## config.mk

```make
export PLATFORM = sky130hd
export DESIGN_NAME = quadencoder_filt_flat
export DESIGN_NICKNAME = d
export VERILOG_FILES = /design/src/rtl/quadencoder_filt_pkg.sv /design/src/rtl/quadencoder_filt_if.sv /design/src/rtl/quadencoder_filt_filter.sv /design/src/rtl/quadencoder_filt.sv /design/src/flat_wrapper.sv
export SDC_FILE = /design/constraint.sdc
export NUM_CORES = 1
export LEC_CHECK = 0
export BUFFER_PORTS_ARGS = -buffer_cell sky130_fd_sc_hd__buf_4
export CORE_ASPECT_RATIO = 0.9
export CORE_UTILIZATION = 60
export CTS_BUF_LIST = sky130_fd_sc_hd__clkbuf_4
export DETAILED_ROUTE_END_ITERATION = 6
export PLACE_DENSITY_LB_ADDON = 0.15
export SLEW_MARGIN = 30
export SYNTH_ARGS = -nofsm -noshare
export SYNTH_HDL_FRONTEND = slang
export SYNTH_SLANG_ARGS = --single-unit
export TNS_END_PERCENT = 5
```

## constraint.sdc

```tcl
create_clock -name clk -period 6.1 [get_ports clk]
set_clock_uncertainty 0.15 [all_clocks]
set_input_delay 0 -clock clk [delete_from_list [all_inputs] [get_ports clk]]
set_output_delay 0 -clock clk [all_outputs]
set_load 0.02 [all_outputs]
```

## src/rtl/quadencoder_filt_pkg.sv

```systemverilog
// quadencoder_filt shared definitions
// mode encodings, direction values and the quadrature step decoder
package quadenc_pkg;

  localparam int QM_X4 = 0;
  localparam int QM_X2 = 1;
  localparam int QM_X1 = 2;

  localparam logic DIR_FWD = 1'b1;
  localparam logic DIR_REV = 1'b0;

  typedef struct packed {
    logic valid;
    logic dir;
    logic illegal;
  } step_t;

  // position of an AB state in the forward cycle 00-10-11-01
  function automatic logic [1:0] gray_idx(input logic [1:0] ab);
    logic [1:0] r;
    r = 2'd0;
    unique case (ab)
      2'b00: r = 2'd0;
      2'b10: r = 2'd1;
      2'b11: r = 2'd2;
      2'b01: r = 2'd3;
      default: r = 2'd0;
    endcase
    return r;
  endfunction

  // distance 1 = forward, 3 = reverse, 2 = both channels moved
  function automatic step_t step_decode(
    input logic [1:0] prev,
    input logic [1:0] cur
  );
    step_t     s;
    logic [1:0] d;
    s = '0;
    d = gray_idx(cur) - gray_idx(prev);
    unique case (1'b1)
      (d == 2'd1): begin
        s.valid = 1'b1;
        s.dir   = DIR_FWD;
      end
      (d == 2'd3): begin
        s.valid = 1'b1;
        s.dir   = DIR_REV;
      end
      (d == 2'd2): s.illegal = 1'b1;
      default: s = '0;
    endcase
    return s;
  endfunction

endpackage

```

## src/rtl/quadencoder_filt_if.sv

```systemverilog
// quadencoder_filt pin/result bundle
// master drives encoder pins and controls, slave is the decoder
interface quadencoder_filt_if #(
  parameter int BITS        = 32,
  parameter int PERIOD_BITS = 24
);

  logic                    a;
  logic                    b;
  logic                    z;
  logic                    index_enable;
  logic                    error_clr;
  logic                    index_out;
  logic signed [BITS-1:0]  position;
  logic signed [BITS-1:0]  latched_position;
  logic signed [15:0]      revs;
  logic [PERIOD_BITS-1:0]  period;
  logic                    direction;
  logic                    error;

  modport master (
    output a, b, z, index_enable, error_clr,
    input  index_out, position, latched_position,
    input  revs, period, direction, error
  );

  modport slave (
    input  a, b, z, index_enable, error_clr,
    output index_out, position, latched_position,
    output revs, period, direction, error
  );

endinterface

```

## src/rtl/quadencoder_filt_filter.sv

```systemverilog
// quad_input_filter: 2-FF synchroniser plus depth filter
// output only moves after DEPTH consecutive differing samples
module quad_input_filter #(
  parameter int DEPTH = 4
) (
  input  logic clk,
  input  logic rst_n,
  input  logic d_i,
  output logic q_o
);

  localparam int CW = 5;

  logic          sync1_q;
  logic          sync2_q;
  logic          filt_q;
  logic          filt_d;
  logic [CW-1:0] cnt_q;
  logic [CW-1:0] cnt_d;

  // any agreeing sample restarts the run count
  always_comb begin
    filt_d = filt_q;
    cnt_d  = '0;
    if (sync2_q != filt_q) begin
      if (cnt_q == CW'(DEPTH - 1)) begin
        filt_d = sync2_q;
      end else begin
        cnt_d = cnt_q + CW'(1);
      end
    end
  end

  // synchroniser and filter state
  always_ff @(posedge clk or negedge rst_n) begin
    if (!rst_n) begin
      sync1_q <= 1'b0;
      sync2_q <= 1'b0;
      filt_q  <= 1'b0;
      cnt_q   <= '0;
    end else begin
      sync1_q <= d_i;
      sync2_q <= sync1_q;
      filt_q  <= filt_d;
      cnt_q   <= cnt_d;
    end
  end

  assign q_o = filt_q;

endmodule

```

## src/rtl/quadencoder_filt.sv

```systemverilog
// quadencoder_filt: filtered quadrature decoder with index,
// revolution count, step period and illegal-transition flag
module quadencoder_filt
  import quadenc_pkg::*;
#(
  parameter int BITS         = 32,
  parameter int QUAD_MODE    = 0,
  parameter int FILTER_DEPTH = 4,
  parameter int PERIOD_BITS  = 24
) (
  input logic clk,
  input logic rst_n,
  quadencoder_filt_if.slave bus
);

  logic fa;
  logic fb;
  logic fz;

  quad_input_filter #(.DEPTH(FILTER_DEPTH)) u_fa (
    .clk   (clk),
    .rst_n (rst_n),
    .d_i   (bus.a),
    .q_o   (fa)
  );

  quad_input_filter #(.DEPTH(FILTER_DEPTH)) u_fb (
    .clk   (clk),
    .rst_n (rst_n),
    .d_i   (bus.b),
    .q_o   (fb)
  );

  quad_input_filter #(.DEPTH(FILTER_DEPTH)) u_fz (
    .clk   (clk),
    .rst_n (rst_n),
    .d_i   (bus.z),
    .q_o   (fz)
  );

  logic [1:0]             ab_q;
  logic                   z_q;
  logic                   ie_q;
  logic                   ie_prev_q;
  logic                   armed_q;
  logic                   armed_d;
  logic [BITS-1:0]        pos_q;
  logic [BITS-1:0]        pos_d;
  logic [BITS-1:0]        lat_q;
  logic [BITS-1:0]        lat_d;
  logic [15:0]            revs_q;
  logic [15:0]            revs_d;
  logic [PERIOD_BITS-1:0] period_q;
  logic [PERIOD_BITS-1:0] period_d;
  logic [PERIOD_BITS-1:0] timer_q;
  logic [PERIOD_BITS-1:0] timer_d;
  logic                   dir_q;
  logic                   dir_d;
  logic                   err_q;
  logic                   err_d;

  step_t st;
  logic  count;
  logic  step_dir;
  logic  z_rise;
  logic  ie_rise;

  // step qualification for the selected decode mode
  always_comb begin
    st       = step_decode(ab_q, {fa, fb});
    count    = st.valid;
    step_dir = st.dir;
    if (QUAD_MODE == QM_X2) begin
      count = st.valid & (ab_q[1] ^ fa);
    end else if (QUAD_MODE == QM_X1) begin
      count    = st.valid & ~ab_q[1] & fa;
      step_dir = fb ? DIR_REV : DIR_FWD;
    end
  end

  assign z_rise  = fz & ~z_q;
  assign ie_rise = ie_q & ~ie_prev_q;

  // position, index, revs, period and error next state
  always_comb begin
    pos_d    = pos_q;
    lat_d    = lat_q;
    revs_d   = revs_q;
    dir_d    = dir_q;
    period_d = period_q;
    armed_d  = armed_q;
    err_d    = err_q;
    timer_d  = (timer_q == '1) ? timer_q
                               : timer_q + PERIOD_BITS'(1);
    if (count) begin
      pos_d    = (step_dir == DIR_FWD) ? pos_q + BITS'(1)
                                       : pos_q - BITS'(1);
      dir_d    = step_dir;
      period_d = timer_q;
      timer_d  = PERIOD_BITS'(1);
    end
    if (z_rise) begin
      revs_d = (dir_q == DIR_FWD) ? revs_q + 16'd1
                                  : revs_q - 16'd1;
    end
    if (armed_q) begin
      if (z_rise) begin
        lat_d   = pos_q;
        pos_d   = '0;
        armed_d = 1'b0;
      end else if (!ie_q) begin
        armed_d = 1'b0;
      end
    end else if (ie_rise) begin
      armed_d = 1'b1;
    end
    if (bus.error_clr) begin
      err_d = 1'b0;
    end
    if (st.illegal) begin
      err_d = 1'b1;
    end
  end

  // state registers
  always_ff @(posedge clk or negedge rst_n) begin
    if (!rst_n) begin
      ab_q      <= 2'b00;
      z_q       <= 1'b0;
      ie_q      <= 1'b0;
      ie_prev_q <= 1'b0;
      armed_q   <= 1'b0;
      pos_q     <= '0;
      lat_q     <= '0;
      revs_q    <= '0;
      period_q  <= '1;
      timer_q   <= '1;
      dir_q     <= 1'b0;
      err_q     <= 1'b0;
    end else begin
      ab_q      <= {fa, fb};
      z_q       <= fz;
      ie_q      <= bus.index_enable;
      ie_prev_q <= ie_q;
      armed_q   <= armed_d;
      pos_q     <= pos_d;
      lat_q     <= lat_d;
      revs_q    <= revs_d;
      period_q  <= period_d;
      timer_q   <= timer_d;
      dir_q     <= dir_d;
      err_q     <= err_d;
    end
  end

  assign bus.index_out        = armed_q;
  assign bus.position         = pos_q;
  assign bus.latched_position = lat_q;
  assign bus.revs             = revs_q;
  assign bus.period           = period_q;
  assign bus.direction        = dir_q;
  assign bus.error            = err_q;

endmodule
```

## src/flat_wrapper.sv

```systemverilog
// flat-port wrapper written by rule: the top's interface ports become plain ports
module quadencoder_filt_flat import quadenc_pkg::*;
#(
  parameter int BITS         = 32,
  parameter int QUAD_MODE    = 0,
  parameter int FILTER_DEPTH = 4,
  parameter int PERIOD_BITS  = 24
)
  (clk, rst_n, bus_a, bus_b, bus_z, bus_index_enable, bus_error_clr, bus_index_out, bus_position, bus_latched_position, bus_revs, bus_period, bus_direction, bus_error);
  quadencoder_filt_if #(.BITS(BITS), .PERIOD_BITS(PERIOD_BITS)) bus_i ();
  input logic clk;
  input logic rst_n;
  input wire logic [$bits(bus_i.a)-1:0] bus_a;
  input wire logic [$bits(bus_i.b)-1:0] bus_b;
  input wire logic [$bits(bus_i.z)-1:0] bus_z;
  input wire logic [$bits(bus_i.index_enable)-1:0] bus_index_enable;
  input wire logic [$bits(bus_i.error_clr)-1:0] bus_error_clr;
  output wire logic [$bits(bus_i.index_out)-1:0] bus_index_out;
  output wire logic [$bits(bus_i.position)-1:0] bus_position;
  output wire logic [$bits(bus_i.latched_position)-1:0] bus_latched_position;
  output wire logic [$bits(bus_i.revs)-1:0] bus_revs;
  output wire logic [$bits(bus_i.period)-1:0] bus_period;
  output wire logic [$bits(bus_i.direction)-1:0] bus_direction;
  output wire logic [$bits(bus_i.error)-1:0] bus_error;
  assign bus_i.a = bus_a;
  assign bus_i.b = bus_b;
  assign bus_i.z = bus_z;
  assign bus_i.index_enable = bus_index_enable;
  assign bus_i.error_clr = bus_error_clr;
  assign bus_index_out = bus_i.index_out;
  assign bus_position = bus_i.position;
  assign bus_latched_position = bus_i.latched_position;
  assign bus_revs = bus_i.revs;
  assign bus_period = bus_i.period;
  assign bus_direction = bus_i.direction;
  assign bus_error = bus_i.error;
  quadencoder_filt #(.BITS(BITS), .QUAD_MODE(QUAD_MODE), .FILTER_DEPTH(FILTER_DEPTH), .PERIOD_BITS(PERIOD_BITS)) u_core (.clk(clk), .rst_n(rst_n), .bus(bus_i));
endmodule
```

==> run metrics <==
total setup violations reported at the end of the flow=0; setup repair after global routing missed its margin=no; leading cell type in the layout, fill and taps excluded=sky130_fd_sc_hd__nand2_1; number of buffers created by CTS=17; starting density of the core=61.6%; Skew-Pair Late Insertion Delay=0.57 ns; global route overflow=0; GRT Overall Usage=25.1%; max-cap violations=0; Yosys Warn Count=0; post-route cell area=10100 sq um; synth-to-layout area growth=16.7%; routed wire length per instance=14.3 um; die area=14900 sq um; number of endpoints with negative hold slack in the final report=0; maximum fanout encountered on the critical timing path=24; multiplexer share of the synthesized area=4.08%; CP required=6.41 ns; synthesized flop and latch total=160; async set-reset flop share out of synthesis=100%; EDFF count, synth=0; number of I/O port buffers=113; Max Buffers Root-to-Sink=2; type of element launching the critical path=flip-flop; number of antenna cells inserted=0; max-slew violation count=0; compound-cell area share of the yosys netlist=12.5%; clock tree from TritonCTS=done; number of global-route vias before repair=6211; violation count after the first detailed-routing iteration=487; run status=finished clean; post-synthesis share of cell area spent on and, or, nand and nor gates=18.9%; Top FF cell, synth=sky130_fd_sc_hd__dfrtp_1; Final Hold Slack=0.212 ns; cell type with the highest aggregate area in the netlist=sky130_fd_sc_hd__dfrtp_1; vias per cell=5.49; proportion of layout cells with a drive suffix above 1=23.9%; chip width=129 um; antenna violations before repair=0; DRC errors left=0; syn avg cell area=9.65 sq um; ranking of synthesized cells by area=sky130_fd_sc_hd__dfrtp_1, sky130_fd_sc_hd__dfstp_2, sky130_fd_sc_hd__ha_1, sky130_fd_sc_hd__nand2_1, sky130_fd_sc_hd__xor2_1; critical setup path kind=flip-flop to flip-flop; number of nets with antenna violations after routing=0; Max-Slew Margin vs Limit=42.1%; cell row count=41; cell area reported after detailed placement=9680 sq um; TritonCTS sink count=160; max frequency=0.205 GHz; final worst slack=1.23 ns; placed wire-length estimate after detailed placement=11.8 mm; maximum number of pins on one net before global-route repair=82; total nets after synthesis=965; Final GP Congestion=0.878; commonest cells after routing, fill and taps aside=sky130_fd_sc_hd__nand2_1, sky130_fd_sc_hd__buf_4, sky130_fd_sc_hd__dfrtp_1; worst endpoint data arrival time=5.17 ns; area of the core=14100 sq um; clock-pin transition on the worst setup and hold timing paths=0.13 ns; slew of the pin with the lowest slew margin=0.869 ns; vias after detailed routing=6725; placement-stage worst setup slack=1.27 ns; wire length of the first global-routing pass=29.5 mm; number of iterations in the first detailed-routing pass=5; synthesized-area fraction occupied by xor and xnor cells=6.38%; Critical Path End Type=flip-flop; Total Nets Final=1088; # fillers=1114; shortest clock period the worst path allows after layout=4.87 ns; Root Buffer Master=sky130_fd_sc_hd__clkbuf_4; synthesized-area fraction occupied by adder cells=8.99%; Die Height=116 um; Synth top area share=32.4%; I/O pin cnt=114; share of synthesized area occupied by flip-flops and latches=47.0%; number of distinct library cell variants in the gate-level netlist after synthesis=60; combinational family with the most area after synthesis=simple AND/OR/NAND/NOR gates; total standard cell area after synthesis=8650 sq um; gate count after technology mapping=897; CTS H-tree lvls=4; post-route clock period utilization=79.8%; Fin Setup TNS=0 ns; final WL=17.5 mm; worst min-delay path class=flip-flop to flip-flop
-- logic make-up (layout without fill, tap and decap cells) --
logic type / count (synthesis) / count (layout)
AND/OR/NAND/NOR: 361 / 361
AO/OA/AOI/OAI: 172 / 172
flip-flops: 160 / 160
XOR/XNOR: 63 / 63
adder cells (fa/ha/maj): 61 / 61
buffers and inverters: 48 / 184
multiplexers: 32 / 32
-- repair_timing --
action / in CTS / in global routing
hold endpoints to repair: 86 / 0
hold buffers: 13 / 0
gates resized for setup: 0 / 0
setup buffers: 0 / 0
-- path summary, 6_finish.rpt --
check                                     from                              end  slack [ns]  depth (start not counted)
min                        u_core.u_fz.sync1_q              u_core.u_fz.sync2_q        0.21                          0
min in group asynchronous                rst_n  u_core.bus.latched_position[29]        0.39                          4
max                            u_core.u_fb.q_o          u_core.bus.position[30]        1.23                         17
min reg2reg                u_core.u_fz.sync1_q              u_core.u_fz.sync2_q        0.21                          0
max in group asynchronous                rst_n  u_core.bus.latched_position[28]        4.82                          4
max reg2reg                    u_core.u_fb.q_o          u_core.bus.position[30]        1.23                         17
-- flip-flops by register name, summed over array words and instances (netlist names), 2 cells and up --
| register | count |
|---|---|
| u_core.ab_q | 2 |
| u_core.bus.period | 24 |
| u_core.u_fz.cnt_q | 5 |
| u_core.u_fb.cnt_q | 5 |
| u_core.u_fa.cnt_q | 5 |
| u_core.timer_q | 24 |
| u_core.bus.position | 32 |
| u_core.bus.latched_position | 32 |
| u_core.bus.revs | 16 |
-- synthesized netlist by cell type (3+ instances only) --
library cell,instances
sky130_fd_sc_hd__a31oi_1,7
sky130_fd_sc_hd__nor3_1,15
sky130_fd_sc_hd__mux2_2,26
sky130_fd_sc_hd__dfrtp_1,112
sky130_fd_sc_hd__nand2_1,164
sky130_fd_sc_hd__a21o_1,20
sky130_fd_sc_hd__xor2_1,41
sky130_fd_sc_hd__or2_2,6
sky130_fd_sc_hd__nand3_1,32
sky130_fd_sc_hd__and2_1,3
sky130_fd_sc_hd__mux2i_1,6
sky130_fd_sc_hd__inv_1,19
sky130_fd_sc_hd__a31o_2,3
sky130_fd_sc_hd__o31ai_1,3
sky130_fd_sc_hd__and4_1,3
sky130_fd_sc_hd__nor2b_1,10
sky130_fd_sc_hd__and3_1,11
sky130_fd_sc_hd__dfstp_2,48
sky130_fd_sc_hd__nor4b_1,6
sky130_fd_sc_hd__o21bai_1,4
sky130_fd_sc_hd__a311oi_1,3
sky130_fd_sc_hd__a21oi_1,55
sky130_fd_sc_hd__buf_1,5
sky130_fd_sc_hd__nor3b_1,3
sky130_fd_sc_hd__clkbuf_1,20
sky130_fd_sc_hd__nand4_1,6
sky130_fd_sc_hd__a211oi_1,5
sky130_fd_sc_hd__o21ai_0,46
sky130_fd_sc_hd__o21a_1,5
sky130_fd_sc_hd__or3_1,8
sky130_fd_sc_hd__xnor2_1,22
sky130_fd_sc_hd__nor2_1,79
sky130_fd_sc_hd__ha_1,59
sky130_fd_sc_hd__nand2b_1,8
-- layout make-up --
| type | instances | area [sq um] | area share (%) |
|---|---|---|---|
| Tap cell | 193 | 241 | 2.39 |
| Timing Repair Buffer | 132 | 1050 | 10.4 |
| Sequential cell | 160 | 4060 | 40.3 |
| Clock buffer | 20 | 150 | 1.49 |
| Multi-Input combinational cell | 689 | 4410 | 43.6 |
| Inverter | 20 | 75.1 | 0.744 |
| Clock inverter | 12 | 109 | 1.08 |
-- worst max-delay path: stages (launching register included) --
cell,delay [ns]
sky130_fd_sc_hd__dfrtp_1,0.44
sky130_fd_sc_hd__inv_1,0.08
sky130_fd_sc_hd__ha_1,0.28
sky130_fd_sc_hd__inv_1,0.05
sky130_fd_sc_hd__ha_2,0.17
sky130_fd_sc_hd__xor2_1,0.16
sky130_fd_sc_hd__xnor2_1,0.35
sky130_fd_sc_hd__or2_2,0.50
sky130_fd_sc_hd__ha_1,0.37
sky130_fd_sc_hd__a21o_1,0.22
sky130_fd_sc_hd__a211o_1,0.27
sky130_fd_sc_hd__o21a_1,0.21
sky130_fd_sc_hd__a221o_2,0.42
sky130_fd_sc_hd__a21oi_4,0.20
sky130_fd_sc_hd__o211ai_2,0.12
sky130_fd_sc_hd__a2111o_1,0.45
sky130_fd_sc_hd__a211oi_2,0.25
sky130_fd_sc_hd__nor3_2,0.06
-- per-layer routing --
metal	up-vias	global-route usage, %	share of wire [%]
met3	14	5.82	4.5
met2	139	39.4	46
met4	0	6.51	0.91
met5	-	0	0
li1	3360	-	-
met1	3212	35.3	49
-- per-stage QoR --
step	utilization, %	instances
2_1_floorplan	-	897
3_3_place_gp	68.9	1181
3_5_place_dp	68.9	1181
4_1_cts	71.8	1226
5_1_grt	71.8	1226
6_report	71.8	1226
Power is left out: the tool's default activity adds up to more than one toggle a clock period on the data nets, which glitch-free logic cannot reach.
